<file path="src/rtl/disp_pkg.sv">
// Shared display definitions: segment pattern type, all-off pattern, default
// scan geometry and the scan FSM state type.
package disp_pkg;

    // Segment pattern ordered {g,f,e,d,c,b,a}, active-high.
    typedef logic [6:0] seg_t;

    localparam seg_t SEG_OFF = 7'b000_0000;

    localparam int unsigned DEF_DIGITS    = 4;
    localparam int unsigned DEF_SLOT_CYC  = 1000;
    localparam int unsigned DEF_BLANK_CYC = 4;

    typedef enum logic {
        StBlank,
        StShow
    } scan_state_e;

endpackage

</file>
<file path="src/rtl/bcd2seg0_9.sv">
// BCD to 7-segment decoder for digits 0..9.
// Ports:
//   bcd  in  4  BCD digit
//   seg  out 7  segment pattern {g,f,e,d,c,b,a}, active-high; 10..15 give all-off
module bcd2seg0_9
    import disp_pkg::*;
(
    input  logic [3:0] bcd,
    output logic [6:0] seg
);

    always_comb begin
        seg = SEG_OFF;
        case (bcd)
            4'd0:    seg = 7'b011_1111;
            4'd1:    seg = 7'b000_0110;
            4'd2:    seg = 7'b101_1011;
            4'd3:    seg = 7'b100_1111;
            4'd4:    seg = 7'b110_0110;
            4'd5:    seg = 7'b110_1101;
            4'd6:    seg = 7'b111_1101;
            4'd7:    seg = 7'b000_0111;
            4'd8:    seg = 7'b111_1111;
            4'd9:    seg = 7'b110_1111;
            default: seg = SEG_OFF;
        endcase
    end

endmodule

</file>
<file path="src/rtl/seg_scan_ctrl.sv">
// Time-multiplexed 7-segment scan controller with a blank gap before each digit
// slot, double-buffered display value and optional leading-zero suppression.
// Ports:
//   clk, rst      clock; asynchronous active-high reset
//   bcd_in        4*DIGITS digit values, nibble i = digit i (digit 0 rightmost)
//   dp_in         DIGITS decimal point requests
//   load          strobe: capture bcd_in/dp_in into the pending buffer
//   lz_blank      leading-zero suppression enable, latched at frame start
//   seg, dp       registered segment/decimal-point lines, active-high
//   dig_en        registered one-hot (or all-zero) digit enables
//   frame_start   registered one-cycle pulse at the start of digit 0's slot
module seg_scan_ctrl
    import disp_pkg::*;
#(
    parameter int unsigned DIGITS    = DEF_DIGITS,
    parameter int unsigned SLOT_CYC  = DEF_SLOT_CYC,
    parameter int unsigned BLANK_CYC = DEF_BLANK_CYC
) (
    input  logic                  clk,
    input  logic                  rst,
    input  logic [4*DIGITS-1:0]   bcd_in,
    input  logic [DIGITS-1:0]     dp_in,
    input  logic                  load,
    input  logic                  lz_blank,
    output logic [6:0]            seg,
    output logic                  dp,
    output logic [DIGITS-1:0]     dig_en,
    output logic                  frame_start
);

    localparam int unsigned CNT_W = $clog2(SLOT_CYC);
    localparam int unsigned IDX_W = $clog2(DIGITS);

    localparam logic [CNT_W-1:0] BLANK_LAST = CNT_W'(BLANK_CYC - 1);
    localparam logic [CNT_W-1:0] SHOW_LAST  = CNT_W'(SLOT_CYC - BLANK_CYC - 1);
    localparam logic [IDX_W-1:0] IDX_LAST   = IDX_W'(DIGITS - 1);

    scan_state_e               state_q, state_d;
    logic [CNT_W-1:0]          cnt_q, cnt_d;
    logic [IDX_W-1:0]          idx_q, idx_d;
    logic [4*DIGITS-1:0]       pend_bcd_q, pend_bcd_d;
    logic [DIGITS-1:0]         pend_dp_q, pend_dp_d;
    logic                      pend_valid_q, pend_valid_d;
    logic [4*DIGITS-1:0]       act_bcd_q, act_bcd_d;
    logic [DIGITS-1:0]         act_dp_q, act_dp_d;
    logic                      lz_q, lz_d;
    logic [6:0]                seg_q, seg_d;
    logic                      dp_q, dp_d;
    logic [DIGITS-1:0]         dig_en_q, dig_en_d;
    logic                      frame_start_q, frame_start_d;

    logic [3:0]                cur_bcd;
    logic                      cur_dp;
    logic [DIGITS-1:0]         cur_onehot;
    logic                      lead_zero;
    logic [6:0]                dec_seg;

    // Select the current digit and find whether it and every digit to its left are zero.
    always_comb begin
        cur_bcd    = 4'd0;
        cur_dp     = 1'b0;
        cur_onehot = '0;
        lead_zero  = (idx_q != '0);
        for (int i = 0; i < int'(DIGITS); i++) begin
            if (IDX_W'(i) == idx_q) begin
                cur_bcd       = act_bcd_q[4*i +: 4];
                cur_dp        = act_dp_q[i];
                cur_onehot[i] = 1'b1;
            end
            if (IDX_W'(i) >= idx_q && act_bcd_q[4*i +: 4] != 4'd0) begin
                lead_zero = 1'b0;
            end
        end
    end

    bcd2seg0_9 u_dec (
        .bcd (cur_bcd),
        .seg (dec_seg)
    );

    // The registered state describes the cycle about to be produced; outputs for
    // that cycle are computed here and registered alongside the state advance.
    always_comb begin
        state_d       = state_q;
        cnt_d         = cnt_q + CNT_W'(1);
        idx_d         = idx_q;
        pend_bcd_d    = pend_bcd_q;
        pend_dp_d     = pend_dp_q;
        pend_valid_d  = pend_valid_q;
        act_bcd_d     = act_bcd_q;
        act_dp_d      = act_dp_q;
        lz_d          = lz_q;
        seg_d         = SEG_OFF;
        dp_d          = 1'b0;
        dig_en_d      = '0;
        frame_start_d = 1'b0;

        unique case (state_q)
            StBlank: begin
                if (cnt_q == '0 && idx_q == '0) begin
                    frame_start_d = 1'b1;
                    lz_d          = lz_blank;
                    if (pend_valid_q) begin
                        act_bcd_d    = pend_bcd_q;
                        act_dp_d     = pend_dp_q;
                        pend_valid_d = 1'b0;
                    end
                end
                if (cnt_q == BLANK_LAST) begin
                    state_d = StShow;
                    cnt_d   = '0;
                end
            end
            StShow: begin
                seg_d    = (lz_q && lead_zero) ? SEG_OFF : dec_seg;
                dp_d     = cur_dp;
                dig_en_d = cur_onehot;
                if (cnt_q == SHOW_LAST) begin
                    state_d = StBlank;
                    cnt_d   = '0;
                    idx_d   = (idx_q == IDX_LAST) ? '0 : idx_q + IDX_W'(1);
                end
            end
            default: state_d = StBlank;
        endcase

        // Placed after the frame transfer so a coincident load lands in pending
        // and waits for the next frame.
        if (load) begin
            pend_bcd_d   = bcd_in;
            pend_dp_d    = dp_in;
            pend_valid_d = 1'b1;
        end
    end

    always_ff @(posedge clk or posedge rst) begin
        if (rst) begin
            state_q       <= StBlank;
            cnt_q         <= '0;
            idx_q         <= '0;
            pend_bcd_q    <= '0;
            pend_dp_q     <= '0;
            pend_valid_q  <= 1'b0;
            act_bcd_q     <= '0;
            act_dp_q      <= '0;
            lz_q          <= 1'b0;
            seg_q         <= SEG_OFF;
            dp_q          <= 1'b0;
            dig_en_q      <= '0;
            frame_start_q <= 1'b0;
        end else begin
            state_q       <= state_d;
            cnt_q         <= cnt_d;
            idx_q         <= idx_d;
            pend_bcd_q    <= pend_bcd_d;
            pend_dp_q     <= pend_dp_d;
            pend_valid_q  <= pend_valid_d;
            act_bcd_q     <= act_bcd_d;
            act_dp_q      <= act_dp_d;
            lz_q          <= lz_d;
            seg_q         <= seg_d;
            dp_q          <= dp_d;
            dig_en_q      <= dig_en_d;
            frame_start_q <= frame_start_d;
        end
    end

    assign seg         = seg_q;
    assign dp          = dp_q;
    assign dig_en      = dig_en_q;
    assign frame_start = frame_start_q;

endmodule

</file>
<file path="config.mk">
export PLATFORM = sky130hd
export DESIGN_NAME = seg_scan_ctrl
export DESIGN_NICKNAME = d
export VERILOG_FILES = /design/src/rtl/disp_pkg.sv /design/src/rtl/bcd2seg0_9.sv /design/src/rtl/seg_scan_ctrl.sv
export SDC_FILE = /design/constraint.sdc
export NUM_CORES = 1
export LEC_CHECK = 0
export CORE_MARGIN = 1.5
export CORE_UTILIZATION = 59
export CTS_CLUSTER_SIZE = 40
export DETAILED_ROUTE_END_ITERATION = 6
export PLACE_DENSITY = 0.92
export SKIP_CTS_REPAIR_TIMING = 1
export SLEW_MARGIN = 25
export SYNTH_ARGS = -nofsm -noshare
export SYNTH_HDL_FRONTEND = slang
export SYNTH_SLANG_ARGS = --single-unit
</file>
<file path="constraint.sdc">
create_clock -name clk -period 3.9 [get_ports clk]
set_clock_uncertainty 0.1 [all_clocks]
set_input_delay 0.975 -clock clk [delete_from_list [all_inputs] [get_ports clk]]
set_output_delay 0.975 -clock clk [all_outputs]
set_load 0.05 [all_outputs]
</file>
==> results of run 1 <==
==> synthesized netlist by cell type, types with 3 or more instances <==
master / number / area, sq um
sky130_fd_sc_hd__a21o_1: 3 / 22.52
sky130_fd_sc_hd__a21oi_1: 7 / 35.03
sky130_fd_sc_hd__a221o_1: 3 / 30.03
sky130_fd_sc_hd__and2_1: 5 / 31.28
sky130_fd_sc_hd__clkbuf_1: 3 / 11.26
sky130_fd_sc_hd__dfrtp_1: 68 / 1702
sky130_fd_sc_hd__ha_1: 13 / 162.7
sky130_fd_sc_hd__inv_1: 13 / 48.80
sky130_fd_sc_hd__mux2_2: 21 / 236.5
sky130_fd_sc_hd__mux2_4: 20 / 300.3
sky130_fd_sc_hd__mux2i_1: 3 / 30.03
sky130_fd_sc_hd__nand2_1: 7 / 26.28
sky130_fd_sc_hd__nand3_1: 6 / 30.03
sky130_fd_sc_hd__nor2_1: 14 / 52.55
sky130_fd_sc_hd__nor2b_1: 3 / 18.77
sky130_fd_sc_hd__nor4_1: 3 / 18.77
sky130_fd_sc_hd__o22ai_1: 6 / 37.54
sky130_fd_sc_hd__xnor2_1: 6 / 52.55
sky130_fd_sc_hd__xor2_1: 3 / 26.28
==> metrics by stage <==
step	setup WS [ns]	utilization, %	power (mW)	instances	instance area (sq um)
CTS	1.227	72.66	1.417	350	3687
detailed placement	1.164	69.18	0.9063	335	3511
global placement	1.219	69.18	0.8987	335	3511
floorplan	1.113	-	0.8518	235	3102
finish	1.223	72.66	1.407	350	3687
global route	1.042	72.66	1.463	350	3687
==> worst max path at each step <==
| stage | start | end | cells after the start |
|---|---|---|---|
| detailed placement | load | pend_bcd_q[4] | 2 |
| global route | idx_q[1] | seg[1] | 9 |
| global placement | load | pend_dp_q[2] | 2 |
| floorplan | rst | act_bcd_q[0] | 1 |
| CTS | cnt_q[6] | act_bcd_q[6] | 4 |
| finish | idx_q[1] | seg[1] | 9 |
==> cell type report <==
cell class	count	area, sq um
Fill cell	346	1388
Clock inverter	4	25.02
Timing Repair Buffer	37	367.9
Inverter	13	48.80
Sequential cell	68	1702
Tap cell	70	87.58
Clock buffer	11	151.4
Multi-Input combinational cell	147	1305
==> cell families after synthesis <==
family                     after synthesis  share of synthesized area, %
AOI/OAI and AO/OA                       27                         6.051
xor gates and xnor gates                 9                         2.541
adders and majority gates               13                         5.244
buffers and inverters                   20                         3.066
DFF                                     68                         54.86
muxes                                   45                         18.64
and+or+nand+nor                         53                         9.601
==> routing by layer <==
metal | wire length [um] | vias up
met1 | 2364 | 961
met3 | 249 | 9
met2 | 2662 | 51
li1 | - | 904
met4 | 77 | 0
met5 | 0 | -
==> sequential cells by signal, indices dropped and copies added, names as in the netlist <==
signal / cells
state_q: 1
seg: 7
pend_bcd_q: 16
cnt_q: 10
lz_q: 1
act_bcd_q: 16
dig_en: 4
pend_valid_q: 1
act_dp_q: 4
pend_dp_q: 4
frame_start: 1
idx_q: 2
dp: 1
==> power groups by stage <==
stage	combinational, mW	sequential, mW	clock (mW)
after detailed placement	0.132	0.774	0
final	0.131	0.760	0.516
after floorplan	0.0644	0.787	0
after global routing	0.143	0.764	0.556
after global placement	0.128	0.771	0
after CTS	0.133	0.760	0.524
==> critical path, delay by kind of cell, from the launching register on <==
kind,cells,cell delay [ns]
AOI/OAI and AO/OA,4,0.82
DFF,1,0.45
adders and majority gates,2,0.73
and+or+nand+nor,1,0.14
buffers and inverters,2,0.31
==> out/metrics.cfg, run 1 <==
[sta]
drv_slew = 0
holdWs_ns = 0.4056
rsz0062_at_grt = false
timing.setup.tns_ns = 0
max_clock_freq_mhz = 373.5
clock_period_minus_final_worst_setup_slack_ns = 2.677
worst_pin_slew_ns = 0.9117
final-setup-viol-count = 0
slew_headroom_pct = 39.03
post-route-period-util_pct = 68.64
finalHoldViolCount = 0

[synth]
yosys_warnings = 0
ys_seq_elements = 68
synthDistinctLibCells = 41
syn_inst = 235
synthArstFlopShare_pct = 100.0
sequential_to_total_area_share_from_yosys_stat_pct = 54.86
mean_syn_cell_area_sq_um = 13.20
number_of_synthesized_flops_with_an_enable_pin = 0
synthesis.area_sq_mm = 0.003102
synth_nets = 272
synth_flop_cell = sky130_fd_sc_hd__dfrtp_1

[routing]
totalWireLength_um = 5353
detail-route-antenna-nets = 0
post-route-drc-count = 0
vias = 1925
dr.first_iter.drc_count = 74
vias_per_cell = 5.500
routed_wire_length_per_instance_um = 15.29
detailedRoute.firstPassIterationCount = 5

[power_and_ir_drop]
sequential_fraction_of_design_power_pct = 54.0
switching_share_pct = 24.08
p_int_mw = 1.068
p_leak_nw = 1.680
comb_power_share_pct = 9.3
powerDensity_mw_per_mm2 = 381.6
power.clock.fraction_pct = 36.7
switchingPower_mw = 0.3388
ir_worst_vdd_mv = 0.3114

[global_route]
gr-usage-all-layers_pct = 21.55
grt_first_pass_wirelength_um = 8797
grtUsageMet2_pct = 32.16
grt_util_met3_pct = 5.952
grt_start_max_net_pins = 69
globalRoute.busiestLayer = met2
grt_use_met1_pct = 28.80
first_global_vias = 1874
antenna_violations_before_repair = 0
grt_overflow = 0

[die]
die_w_um = 75.51
start_util_pct = 61.12
floorplan.rows = 26
die_height_um = 75.51
ios = 37
floorplan_die_area_sq_mm = 0.005701
core_sq_mm = 0.005075

[min_path]
timing.hold.worst.class = flip-flop to flip-flop
critical_hold_path_startpoint = pend_valid_q
hold-path-endpoint = pend_valid_q
min_delay_path_depth = 1

[final_layout]
final_cell_mix = 68 x sky130_fd_sc_hd__dfrtp_1, 36 x sky130_fd_sc_hd__clkdlybuf4s50_1, 21 x sky130_fd_sc_hd__mux2_2
layout_commonest_cell = sky130_fd_sc_hd__dfrtp_1
num_antenna_cells = 0
area.growth.synth_to_final_pct = 18.88
nNetsFinal = 313
layout-drive-gt1-share_pct = 21.79

[setup_path]
ff2ff_path_depth = 9
cp_cell_sequence = inv_1 > ha_1 > nor2b_1 > a221o_1 > o221ai_1 > inv_1 > ha_1 > o21bai_1 > a21oi_1
setup.worst_path.class = flip-flop to flip-flop
critPathLaunchType = flip-flop
critical-path-slowest-cell = sky130_fd_sc_hd__dfrtp_1
reg2reg_to = seg[1]
worst_ep_arrival_time_ns = 2.80
critical_path.max_fanout = 10
critPathRequiredTime_ns = 4.02
cp_slowest_stage_delay_ns = 0.45
timing.reg2reg.setup_slack_ns = 1.22
critical_path.reg2reg.startpoint = idx_q[1]
cp-end-kind = flip-flop

[cts]
max-clock-path-buffers = 2
clkLatencyLatePin_ns = 0.35
clock-root-buffer = sky130_fd_sc_hd__clkbuf_8
number_of_sinks_driven_by_the_clock_tree = 68
h-tree-depth = 3
tritoncts_clock_tree = built
tritoncts.num_buffers = 9
clk_transition_reported_paths_ns = 0.07

[placed_design]
io_buffers = 36
place_congestion = 0.8056
final_hpwl_dp_um = 3674

[job]
drv.max_cap_violation_count = 0

[run_status]
outcome = complete, no violations

Note: power is estimated with default switching activity, not from simulation.
==> run 2, diff against run 1 <==
--- a/config.mk
+++ b/config.mk
@@ -6,10 +6,10 @@
 export NUM_CORES = 1
 export LEC_CHECK = 0
 export CORE_MARGIN = 1.5
-export CORE_UTILIZATION = 59
+export CORE_UTILIZATION = 50
 export CTS_CLUSTER_SIZE = 40
 export DETAILED_ROUTE_END_ITERATION = 6
-export PLACE_DENSITY = 0.92
+export PLACE_DENSITY = 0.84
 export SKIP_CTS_REPAIR_TIMING = 1
 export SLEW_MARGIN = 25
 export SYNTH_ARGS = -nofsm -noshare
==> constraint.sdc (replaced) <==
create_clock -name clk -period 2.18 [get_ports clk]
set_clock_uncertainty 0.1 [all_clocks]
set_input_delay 0.545 -clock clk [delete_from_list [all_inputs] [get_ports clk]]
set_output_delay 0.545 -clock clk [all_outputs]
set_load 0.05 [all_outputs]
==> run 2 against run 1 <==
The run now ends with negative setup slack left. Sequential share of layout area down 3.6 points. Cell count is 8.0% higher. First-iteration DRC count is 69% higher. Hold slack worse by 0.0024 ns. Largest power group unchanged. Global-route usage down 2.6 points. Register-to-register slack worse by 1.2 ns. Routed wire length grew 4.1%. Maximum frequency is 22% higher. Combinational power is 90% higher. Clock power grew 120%. Worst setup slack worse by 1.2 ns. Highest routed layer unchanged. Die area is 17% higher.
==> out/metrics.cfg, run 2 (synthesis gave the netlist of run 1 again) <==
[die]
floorplan_die_area_sq_mm = 0.006685  ; +17%
core_sq_mm = 0.005956  ; +17%
ios = 37  ; unchanged
floorplan.rows = 28  ; +7.7%
die_height_um = 81.76  ; +8.3%
die_w_um = 81.76  ; +8.3%
start_util_pct = 52.08  ; -9.0 points

[setup_path]
critPathBufInv = 2  ; unchanged
cp-end-kind = flip-flop
crit_path_frequent_cell = sky130_fd_sc_hd__inv_2
setup.worst_path.class = flip-flop to flip-flop
critPathLaunchType = flip-flop
crit_family = compound AO/OA/AOI/OAI gates
path_depth = 9  ; unchanged
cp_slowest_stage_delay_ns = 0.43  ; -0.02 ns
critPathRequiredTime_ns = 2.32  ; -1.70 ns
critical-path-slowest-cell = sky130_fd_sc_hd__dfrtp_2
cp_cell_sequence = inv_2 > ha_2 > or2_4 > a221o_1 > o221ai_4 > inv_2 > ha_1 > o21bai_1 > a21oi_1
critical_path.max_fanout = 6  ; -4
ff2ff_path_depth = 9  ; unchanged
worst_ep_arrival_time_ns = 2.34  ; -0.46 ns

[cts]
clock-root-buffer = sky130_fd_sc_hd__clkbuf_8
tritoncts.num_buffers = 9  ; unchanged
clk_transition_reported_paths_ns = 0.07  ; about the same
tritoncts_clock_tree = built
number_of_sinks_driven_by_the_clock_tree = 68  ; unchanged
h-tree-depth = 3  ; unchanged
clkLatencyLatePin_ns = 0.35  ; about the same
max-clock-path-buffers = 2  ; unchanged

[power_and_ir_drop]
p_int_mw = 2.103  ; +97%
design_power_total_mw = 2.736  ; +94%
comb_power_share_pct = 9.1  ; -0.2 points
ir_worst_vdd_mv = 0.4642  ; +49%
p_leak_nw = 1.822  ; +8.5%
switchingPower_mw = 0.6336  ; +87%
sequential_fraction_of_design_power_pct = 49.8  ; -4.2 points
powerDensity_mw_per_mm2 = 683.7  ; +79%
power.clock.fraction_pct = 41.1  ; +4.4 points
switching_share_pct = 23.15  ; -0.93 points

[global_route]
grt_first_pass_wirelength_um = 9197  ; +4.5%
gr-usage-all-layers_pct = 19.00  ; -2.6 points
antenna_violations_before_repair = 0  ; unchanged
first_global_vias = 1928  ; +2.9%
grt_overflow = 0  ; unchanged
grt_start_max_net_pins = 69  ; unchanged

[placed_design]
io_buffers = 36  ; unchanged
placed_area_sq_mm = 0.003731  ; +6.3%
final_hpwl_dp_um = 3897  ; +6.1%
place_congestion = 0.8359  ; +3.8%

[final_layout]
num_antenna_cells = 0  ; unchanged
final_cell_mix = 66 x sky130_fd_sc_hd__dfrtp_1, 36 x sky130_fd_sc_hd__clkdlybuf4s50_1, 21 x sky130_fd_sc_hd__mux2_2
largest_registers_ranked_by_flip_flop_count = act_bcd_q x16, pend_bcd_q x16, cnt_q x10
area.growth.synth_to_final_pct = 29.04
nNetsFinal = 335  ; +7.0%
finish.instance_area_sq_mm = 0.004003  ; +8.6%
layout_commonest_cell = sky130_fd_sc_hd__dfrtp_1
layout-drive-gt1-share_pct = 32.01  ; +10 points

[routing]
dr.first_iter.drc_count = 125  ; +69%
post-route-drc-count = 0  ; unchanged
vias_per_cell = 5.376  ; -2.3%
detail-route-antenna-nets = 0  ; unchanged
detailedRoute.firstPassIterationCount = 4  ; -1
totalWireLength_um = 5572  ; +4.1%
routed_wire_length_per_instance_um = 14.74  ; -3.6%
vias = 2032  ; +5.6%

[sta]
final-setup-viol-count = 1  ; +1
clock_period_minus_final_worst_setup_slack_ns = 2.198  ; -0.4787 ns
finalHoldViolCount = 0  ; unchanged
timing.final.ws_setup_ns = -0.01839  ; -1.241 ns
post-route-period-util_pct = 100.8  ; +32 points
drv_slew = 0  ; unchanged
slew_headroom_pct = 67.13  ; +28 points
rsz0062_at_grt = true
max_clock_freq_mhz = 454.9  ; +22%
worst_pin_slew_ns = 0.4915  ; -0.4201 ns

[run_status]
violated_checks = negative setup slack
outcome = finished, violations left

[min_path]
timing.hold.worst.class = flip-flop to flip-flop
min_delay_path_depth = 1  ; unchanged

[job]
drv.max_cap_violation_count = 0  ; unchanged

==> run 2: changes by cell type in the layout (fill, tap and decap cells not counted), moves of 2 or more <==
cell / previous run / this run
sky130_fd_sc_hd__buf_12: 0 / 3
sky130_fd_sc_hd__buf_4: 1 / 20
sky130_fd_sc_hd__bufinv_16: 0 / 2
sky130_fd_sc_hd__clkbuf_8: 11 / 9
sky130_fd_sc_hd__dfrtp_1: 68 / 66
sky130_fd_sc_hd__dfrtp_2: 0 / 2
sky130_fd_sc_hd__ha_1: 13 / 9
sky130_fd_sc_hd__ha_2: 0 / 4
sky130_fd_sc_hd__inv_1: 12 / 9
sky130_fd_sc_hd__inv_2: 1 / 3
==> run 2: path summary, 6_finish.rpt <==
| kind | from | endpoint | slack, ns |
|---|---|---|---|
| min reg2reg | pend_valid_q | pend_valid_q | 0.40 |
| min | pend_valid_q | pend_valid_q | 0.40 |
| min in group asynchronous | rst | cnt_q[8] | 0.53 |
| max in group asynchronous | rst | idx_q[0] | 1.16 |
| max | idx_q[0] | seg[1] | -0.02 |
| max reg2reg | idx_q[0] | seg[1] | -0.02 |
==> run 2: cell type report <==
type	instances	area, sq um
Clock buffer	10	127.6
Clock inverter	6	88.84
Fill cell	435	1953
Inverter	13	52.55
Multi-Input combinational cell	147	1365
Sequential cell	68	1704
Tap cell	75	93.84
Timing Repair Buffer	59	570.5
==> run 2: routing by layer <==
metal | track usage, % | wire (um) | up-vias
li1 | - | - | 951
met1 | 24.51 | 2448 | 999
met2 | 30.25 | 2734 | 63
met3 | 4.000 | 228 | 19
met4 | 9.661 | 162 | 0
met5 | 0 | 0 | -
==> run 2: through the flow <==
| step | setup slack (ns) | TNS (ns) | hold WS (ns) | utilization [%] | instances |
|---|---|---|---|---|---|
| 2_1_floorplan | 0.003859 | 0 | 0.3644 | - | 235 |
| 3_3_place_gp | 0.06158 | 0 | 0.3796 | 62.65 | 360 |
| 3_5_place_dp | -0.007139 | -0.007139 | 0.3845 | 62.65 | 360 |
| 4_1_cts | -0.04807 | -0.1406 | 0.4001 | 66.28 | 376 |
| 5_1_grt | -0.1161 | -0.3591 | 0.4156 | 67.21 | 378 |
| 6_report | -0.01839 | -0.01839 | 0.4032 | 67.21 | 378 |
==> run 2: power by group through the flow <==
stage	logic (mW)	clock network (mW)	registers, mW
CTS	0.249	1.14	1.36
finish	0.249	1.13	1.36
global placement	0.243	0	1.38
floorplan	0.117	0	1.41
global route	0.275	1.20	1.37
detailed placement	0.249	0	1.39
